<file path="src/rtl/matmul_tile_scheduler.sv">
// matmul_tile_scheduler
// Walks an M_T x N_T x K_T tile grid (k innermost, then n, then m) and runs the
// systolic engine once per tile through a level start/done handshake. For each
// tile it presents the input/weight/output buffer bases and the accumulate and
// write-out flags. Bases are advanced with adders only and wrap modulo 2^AW.
module matmul_tile_scheduler #(
  parameter int AW           = 8,
  parameter int TW           = 4,
  parameter int I_TILE_WORDS = 4,
  parameter int W_TILE_WORDS = 4,
  parameter int O_TILE_WORDS = 4
) (
  input  logic          clk_i,
  input  logic          rstn_i,
  input  logic          cfg_valid_i,
  output logic          cfg_ready_o,
  input  logic [TW-1:0] cfg_m_tiles_i,
  input  logic [TW-1:0] cfg_n_tiles_i,
  input  logic [TW-1:0] cfg_k_tiles_i,
  input  logic [AW-1:0] cfg_ib_base_i,
  input  logic [AW-1:0] cfg_wb_base_i,
  input  logic [AW-1:0] cfg_ob_base_i,
  input  logic          abort_i,
  output logic          mm_start_o,
  input  logic          mm_done_i,
  output logic [AW-1:0] mm_ib_base_o,
  output logic [AW-1:0] mm_wb_base_o,
  output logic [AW-1:0] mm_ob_base_o,
  output logic          mm_accum_o,
  output logic          mm_last_k_o,
  output logic          busy_o,
  output logic          done_o,
  output logic          aborted_o
);

  typedef enum logic [2:0] {
    S_IDLE    = 3'd0,
    S_LAUNCH  = 3'd1,
    S_RELEASE = 3'd2,
    S_ADVANCE = 3'd3,
    S_FINISH  = 3'd4
  } state_t;

  localparam logic [AW-1:0] LP_IW  = AW'(I_TILE_WORDS);
  localparam logic [AW-1:0] LP_WW  = AW'(W_TILE_WORDS);
  localparam logic [AW-1:0] LP_OW  = AW'(O_TILE_WORDS);
  localparam logic [TW-1:0] LP_ONE = TW'(1);

  state_t        r_state;
  logic [TW-1:0] r_m;
  logic [TW-1:0] r_n;
  logic [TW-1:0] r_k;
  logic [TW-1:0] r_mt;
  logic [TW-1:0] r_nt;
  logic [TW-1:0] r_kt;
  // Job weight base, start of current input row (m) and of current weight column (n)
  logic [AW-1:0] r_wb_base;
  logic [AW-1:0] r_ib_row;
  logic [AW-1:0] r_wb_col;
  // Weight-buffer step for one k increment: N_T * W_TILE_WORDS
  logic [AW-1:0] r_wb_kstride;
  logic          r_abort;

  logic [AW-1:0] w_stride_term [TW];
  logic [AW-1:0] w_wb_kstride;
  logic          w_k_last;
  logic          w_n_last;
  logic          w_m_last;
  logic          w_last_tile;
  logic          w_cfg_zero;
  logic [TW-1:0] w_k_next;

  // N_T * W_TILE_WORDS built from shifted copies of the tile size, one per count bit
  genvar gi;
  generate
    for (gi = 0; gi < TW; gi++) begin : g_stride
      assign w_stride_term[gi] = {AW{cfg_n_tiles_i[gi]}} & (LP_WW << gi);
    end
  endgenerate

  // Sum the shifted partial products into the k stride
  always_comb begin
    w_wb_kstride = '0;
    for (int i = 0; i < TW; i++) begin
      w_wb_kstride = w_wb_kstride + w_stride_term[i];
    end
  end

  assign w_k_last    = (r_k == r_kt - LP_ONE);
  assign w_n_last    = (r_n == r_nt - LP_ONE);
  assign w_m_last    = (r_m == r_mt - LP_ONE);
  assign w_last_tile = w_k_last && w_n_last && w_m_last;
  assign w_k_next    = r_k + LP_ONE;
  assign w_cfg_zero  = (cfg_m_tiles_i == '0) || (cfg_n_tiles_i == '0) || (cfg_k_tiles_i == '0);

  // Scheduler FSM with every output registered
  always_ff @(posedge clk_i or negedge rstn_i) begin
    if (!rstn_i) begin
      r_state      <= S_IDLE;
      r_m          <= '0;
      r_n          <= '0;
      r_k          <= '0;
      r_mt         <= '0;
      r_nt         <= '0;
      r_kt         <= '0;
      r_wb_base    <= '0;
      r_ib_row     <= '0;
      r_wb_col     <= '0;
      r_wb_kstride <= '0;
      r_abort      <= 1'b0;
      cfg_ready_o  <= 1'b1;
      mm_start_o   <= 1'b0;
      mm_ib_base_o <= '0;
      mm_wb_base_o <= '0;
      mm_ob_base_o <= '0;
      mm_accum_o   <= 1'b0;
      mm_last_k_o  <= 1'b0;
      busy_o       <= 1'b0;
      done_o       <= 1'b0;
      aborted_o    <= 1'b0;
    end else begin
      done_o    <= 1'b0;
      aborted_o <= 1'b0;
      // Abort is remembered until the job finishes; the running tile is never cut
      if (r_state != S_IDLE && abort_i) begin
        r_abort <= 1'b1;
      end

      case (r_state)
        S_IDLE: begin
          if (cfg_valid_i && cfg_ready_o) begin
            r_mt         <= cfg_m_tiles_i;
            r_nt         <= cfg_n_tiles_i;
            r_kt         <= cfg_k_tiles_i;
            r_m          <= '0;
            r_n          <= '0;
            r_k          <= '0;
            r_wb_base    <= cfg_wb_base_i;
            r_ib_row     <= cfg_ib_base_i;
            r_wb_col     <= cfg_wb_base_i;
            r_wb_kstride <= w_wb_kstride;
            r_abort      <= 1'b0;
            mm_ib_base_o <= cfg_ib_base_i;
            mm_wb_base_o <= cfg_wb_base_i;
            mm_ob_base_o <= cfg_ob_base_i;
            mm_accum_o   <= 1'b0;
            mm_last_k_o  <= (cfg_k_tiles_i == LP_ONE);
            cfg_ready_o  <= 1'b0;
            busy_o       <= 1'b1;
            if (w_cfg_zero) begin
              r_state <= S_FINISH;
            end else begin
              r_state    <= S_LAUNCH;
              mm_start_o <= 1'b1;
            end
          end
        end

        S_LAUNCH: begin
          if (mm_done_i) begin
            mm_start_o <= 1'b0;
            r_state    <= S_RELEASE;
          end
        end

        S_RELEASE: begin
          if (!mm_done_i) begin
            if (r_abort || abort_i || w_last_tile) begin
              r_state <= S_FINISH;
            end else begin
              r_state <= S_ADVANCE;
            end
          end
        end

        S_ADVANCE: begin
          r_state    <= S_LAUNCH;
          mm_start_o <= 1'b1;
          if (!w_k_last) begin
            r_k          <= w_k_next;
            mm_ib_base_o <= mm_ib_base_o + LP_IW;
            mm_wb_base_o <= mm_wb_base_o + r_wb_kstride;
            mm_accum_o   <= 1'b1;
            mm_last_k_o  <= (w_k_next == r_kt - LP_ONE);
          end else begin
            // Output tile index m*N_T+n is consecutive across both n and m steps
            r_k          <= '0;
            mm_accum_o   <= 1'b0;
            mm_last_k_o  <= (r_kt == LP_ONE);
            mm_ob_base_o <= mm_ob_base_o + LP_OW;
            if (!w_n_last) begin
              r_n          <= r_n + LP_ONE;
              mm_ib_base_o <= r_ib_row;
              mm_wb_base_o <= r_wb_col + LP_WW;
              r_wb_col     <= r_wb_col + LP_WW;
            end else begin
              // Last k of the last n ends one tile short of the next input row
              r_n          <= '0;
              r_m          <= r_m + LP_ONE;
              mm_ib_base_o <= mm_ib_base_o + LP_IW;
              r_ib_row     <= mm_ib_base_o + LP_IW;
              mm_wb_base_o <= r_wb_base;
              r_wb_col     <= r_wb_base;
            end
          end
        end

        S_FINISH: begin
          done_o      <= 1'b1;
          aborted_o   <= r_abort;
          r_abort     <= 1'b0;
          busy_o      <= 1'b0;
          cfg_ready_o <= 1'b1;
          r_state     <= S_IDLE;
        end

        default: begin
          r_state     <= S_IDLE;
          mm_start_o  <= 1'b0;
          busy_o      <= 1'b0;
          cfg_ready_o <= 1'b1;
        end
      endcase
    end
  end

endmodule

</file>
<file path="config.mk">
export PLATFORM = sky130hd
export DESIGN_NAME = matmul_tile_scheduler
export DESIGN_NICKNAME = d
export VERILOG_FILES = /design/src/rtl/matmul_tile_scheduler.sv
export SDC_FILE = /design/constraint.sdc
export NUM_CORES = 1
export LEC_CHECK = 0
export BUFFER_PORTS_ARGS = -buffer_cell sky130_fd_sc_hd__buf_2
export CAP_MARGIN = 0
export CORE_MARGIN = 2
export CORE_UTILIZATION = 62
export DETAILED_ROUTE_END_ITERATION = 7
export GPL_TIMING_DRIVEN = 0
export MAX_ROUTING_LAYER = met4
export PLACE_DENSITY = 0.86
export SLEW_MARGIN = 25
export SYNTH_ARGS = -nofsm -noshare
export SYNTH_HDL_FRONTEND = slang
export SYNTH_SLANG_ARGS = --single-unit
</file>
<file path="constraint.sdc">
create_clock -name clk_i -period 5.3 [get_ports clk_i]
set_input_delay 0.795 -clock clk_i [delete_from_list [all_inputs] [get_ports clk_i]]
set_output_delay 0.795 -clock clk_i [all_outputs]
set_load 0.005 [all_outputs]
</file>
==> results.ini <==
[status]
status=completed

[floorplan]
die_x_um=91.1
die_area_um2=8300
io_pins=72
dieHeight_um=91.1
core_area_um2=7290
rows=31
initial_core_util=0.645

[grt]
grt_pass1_vias=4116
grt_remaining_overflow=0
gr-usage-all-layers=0.337
use_met3=0.0656
top_usage_layer=met2
met2_usage=0.518
grt_pass1_wl_mm=21.3
antenna_found_initial=0
grt_max_degree=54
grt_use_met1=0.457

[setup_path]
regToRegStartpoint=r_kt[0]
critPathKind=reg -> reg
cp-start-kind=flip-flop
crit_required_ns=5.54
path_max_fanout=9
worstPathArrival_ns=3.06
rr_worst_depth=7
r2r-end=mm_wb_base_o[7]
ff2ff_setup_slack_ns=2.48
endpoint_kind=flip-flop

[clock_tree]
cts_sinks=83
cts-buffers-inserted=9
cts-root-buf=clkbuf_8
cts_buffer_depth=2
cts_setup_buffers=0
path_clk_slew_ns=0.10
clk_latency_ns=0.37
cts-htree-levels=3
cts-resized-gates=0
cts_tree=built
hold_buffers=0

[finish]
area_growth_pct=15.3
drive_above_1_share=0.185
antenna_cells=0
nets=655
utilization=0.744

[synth]
seq_area_frac_synth=0.442
ys_ff_latch=83
ys_async_sr_fraction=1.00
syn-num-nets=572
syn-cell-area_um2=4700
synthTopCellsByCount=dfrtp_1, nand2_1, o21ai_0
syn_area_per_cell_um2=9.12
synth_top_cell_area_share=0.436
ys_warn_count=0
ys.flop_type=dfrtp_1
synth_largest_area_cell=dfrtp_1
synth-edff-count=0
syn_inst=516
ys_types=66
yosysMostFrequentCell=dfrtp_1
ys_top_cells_by_area=dfrtp_1, nand2_1, o21ai_0, ha_1, a21oi_1

[sta]
skew_ns=0.0166
min_period_ns=2.82
worst_pin_slew_ns=0.844
finalCritPeriodShare=0.532
max_slew_margin=0.434
fin_setup_tns_ns=0
timing.final.ws_setup_ns=2.48
rsz0062_at_grt=no
fmax_mhz=355
hold_viol=0
slew_violations=0
whs_ns=0.359
setup_viol=0

[route]
via_count=4523
drcViolationCount=0
wire_per_inst_um=19.2
viasPerCell=6.43
dr.pass1.iters=6
wl_mm=13.5
ant_nets=0
drt_iter0_markers=486

[place]
post-dp-hpwl_mm=9.76
dp_slack_ns=2.58
port_buffers=71
globalplace.congestion=0.955

[pwr]
power-per-cell-area_nw_per_um2=619
leakage_nw=2.49
ir_drop_v=0.000331

[worst_hold_path]
worstHoldPathType=in -> async

[run]
max_cap_viol_count=0

-- sequential cells by signal (all words and copies together), names as in the netlist, 8 cells and up --
| name | flops |
|---|---|
| r_ib_row | 8 |
| r_wb_col | 8 |
| mm_ib_base_o | 8 |
| r_wb_base | 8 |
| mm_ob_base_o | 8 |
| mm_wb_base_o | 8 |
-- stage by stage --
stage	cells	instance area (µm²)	total power, W
finish	703	5420	0.00336
global route	703	5420	0.00356
detailed placement	687	5210	0.00282
CTS	703	5420	0.00331
global placement	686	5180	0.00274
floorplan	516	4700	0.00227
-- worst max-delay path by stage --
| stage | startpoint | end | slack [ns] |
|---|---|---|---|
| after floorplan | r_kt[0] | mm_wb_base_o[7] | 3.12 |
| final | r_kt[0] | mm_wb_base_o[7] | 2.48 |
| after global routing | r_kt[0] | mm_wb_base_o[7] | 2.44 |
| after global placement | r_kt[0] | mm_wb_base_o[7] | 2.68 |
| after CTS | r_kt[0] | mm_wb_base_o[7] | 2.55 |
| after detailed placement | r_kt[0] | mm_wb_base_o[7] | 2.58 |
-- layer usage --
metal / part of all wire / up-vias
met3: 0.094 / 38
met1: 0.41 / 2209
met2: 0.47 / 256
met5: 0 / -
li1: - / 2020
met4: 0.023 / 0
-- logic make-up (layout without fill, tap and decap cells) --
logic type,after synthesis,in the layout,share of synthesized area
simple gates,194,194,0.200
mux,5,5,0.0109
buf+inv,43,131,0.0388
fa+ha+maj,15,15,0.0415
xor+xnor,30,30,0.0649
compound gates,146,146,0.202
flops,83,83,0.442
-- cells in the final DEF, fill, tap and decap left out, types with 11 or more instances in the layout --
cell type  count
a21oi_1       29
a31oi_1       12
buf_2         81
clkbuf_1      15
dfrtp_1       82
ha_1          14
inv_1         15
nand2_1       80
nand3_1       19
nor2_1        35
nor3_1        14
o21ai_0       40
xnor2_1       16
xor2_1        11
-- cell type report --
type / instances / area (µm²)
Buffer: 28 / 126
Clock buffer: 10 / 138
Multi-Input combinational cell: 390 / 2440
Tap cell: 99 / 124
Fill cell: 597 / 1870
Timing Repair Buffer: 72 / 385
Clock inverter: 6 / 71.3
Sequential cell: 83 / 2080
Inverter: 15 / 56.3
-- power by group --
group / total (W) / leakage [nW] / internal [W] / switching, W
clock: 0.000487 / 0.0999 / 0.000236 / 0.000251
sequential: 0.00116 / 1.01 / 0.000903 / 0.000255
combinational: 0.00171 / 1.38 / 0.000691 / 0.00102
-- critical path, stage by stage, from the launching register on --
cell and delay, ns:
dfrtp_1 0.47, inv_1 0.10, ha_1 0.35, xor2_1 0.24
nand3_1 0.17, o21ai_1 0.70, a211oi_1 0.13, or4_1 0.51
(Power assumes the default switching activity.)
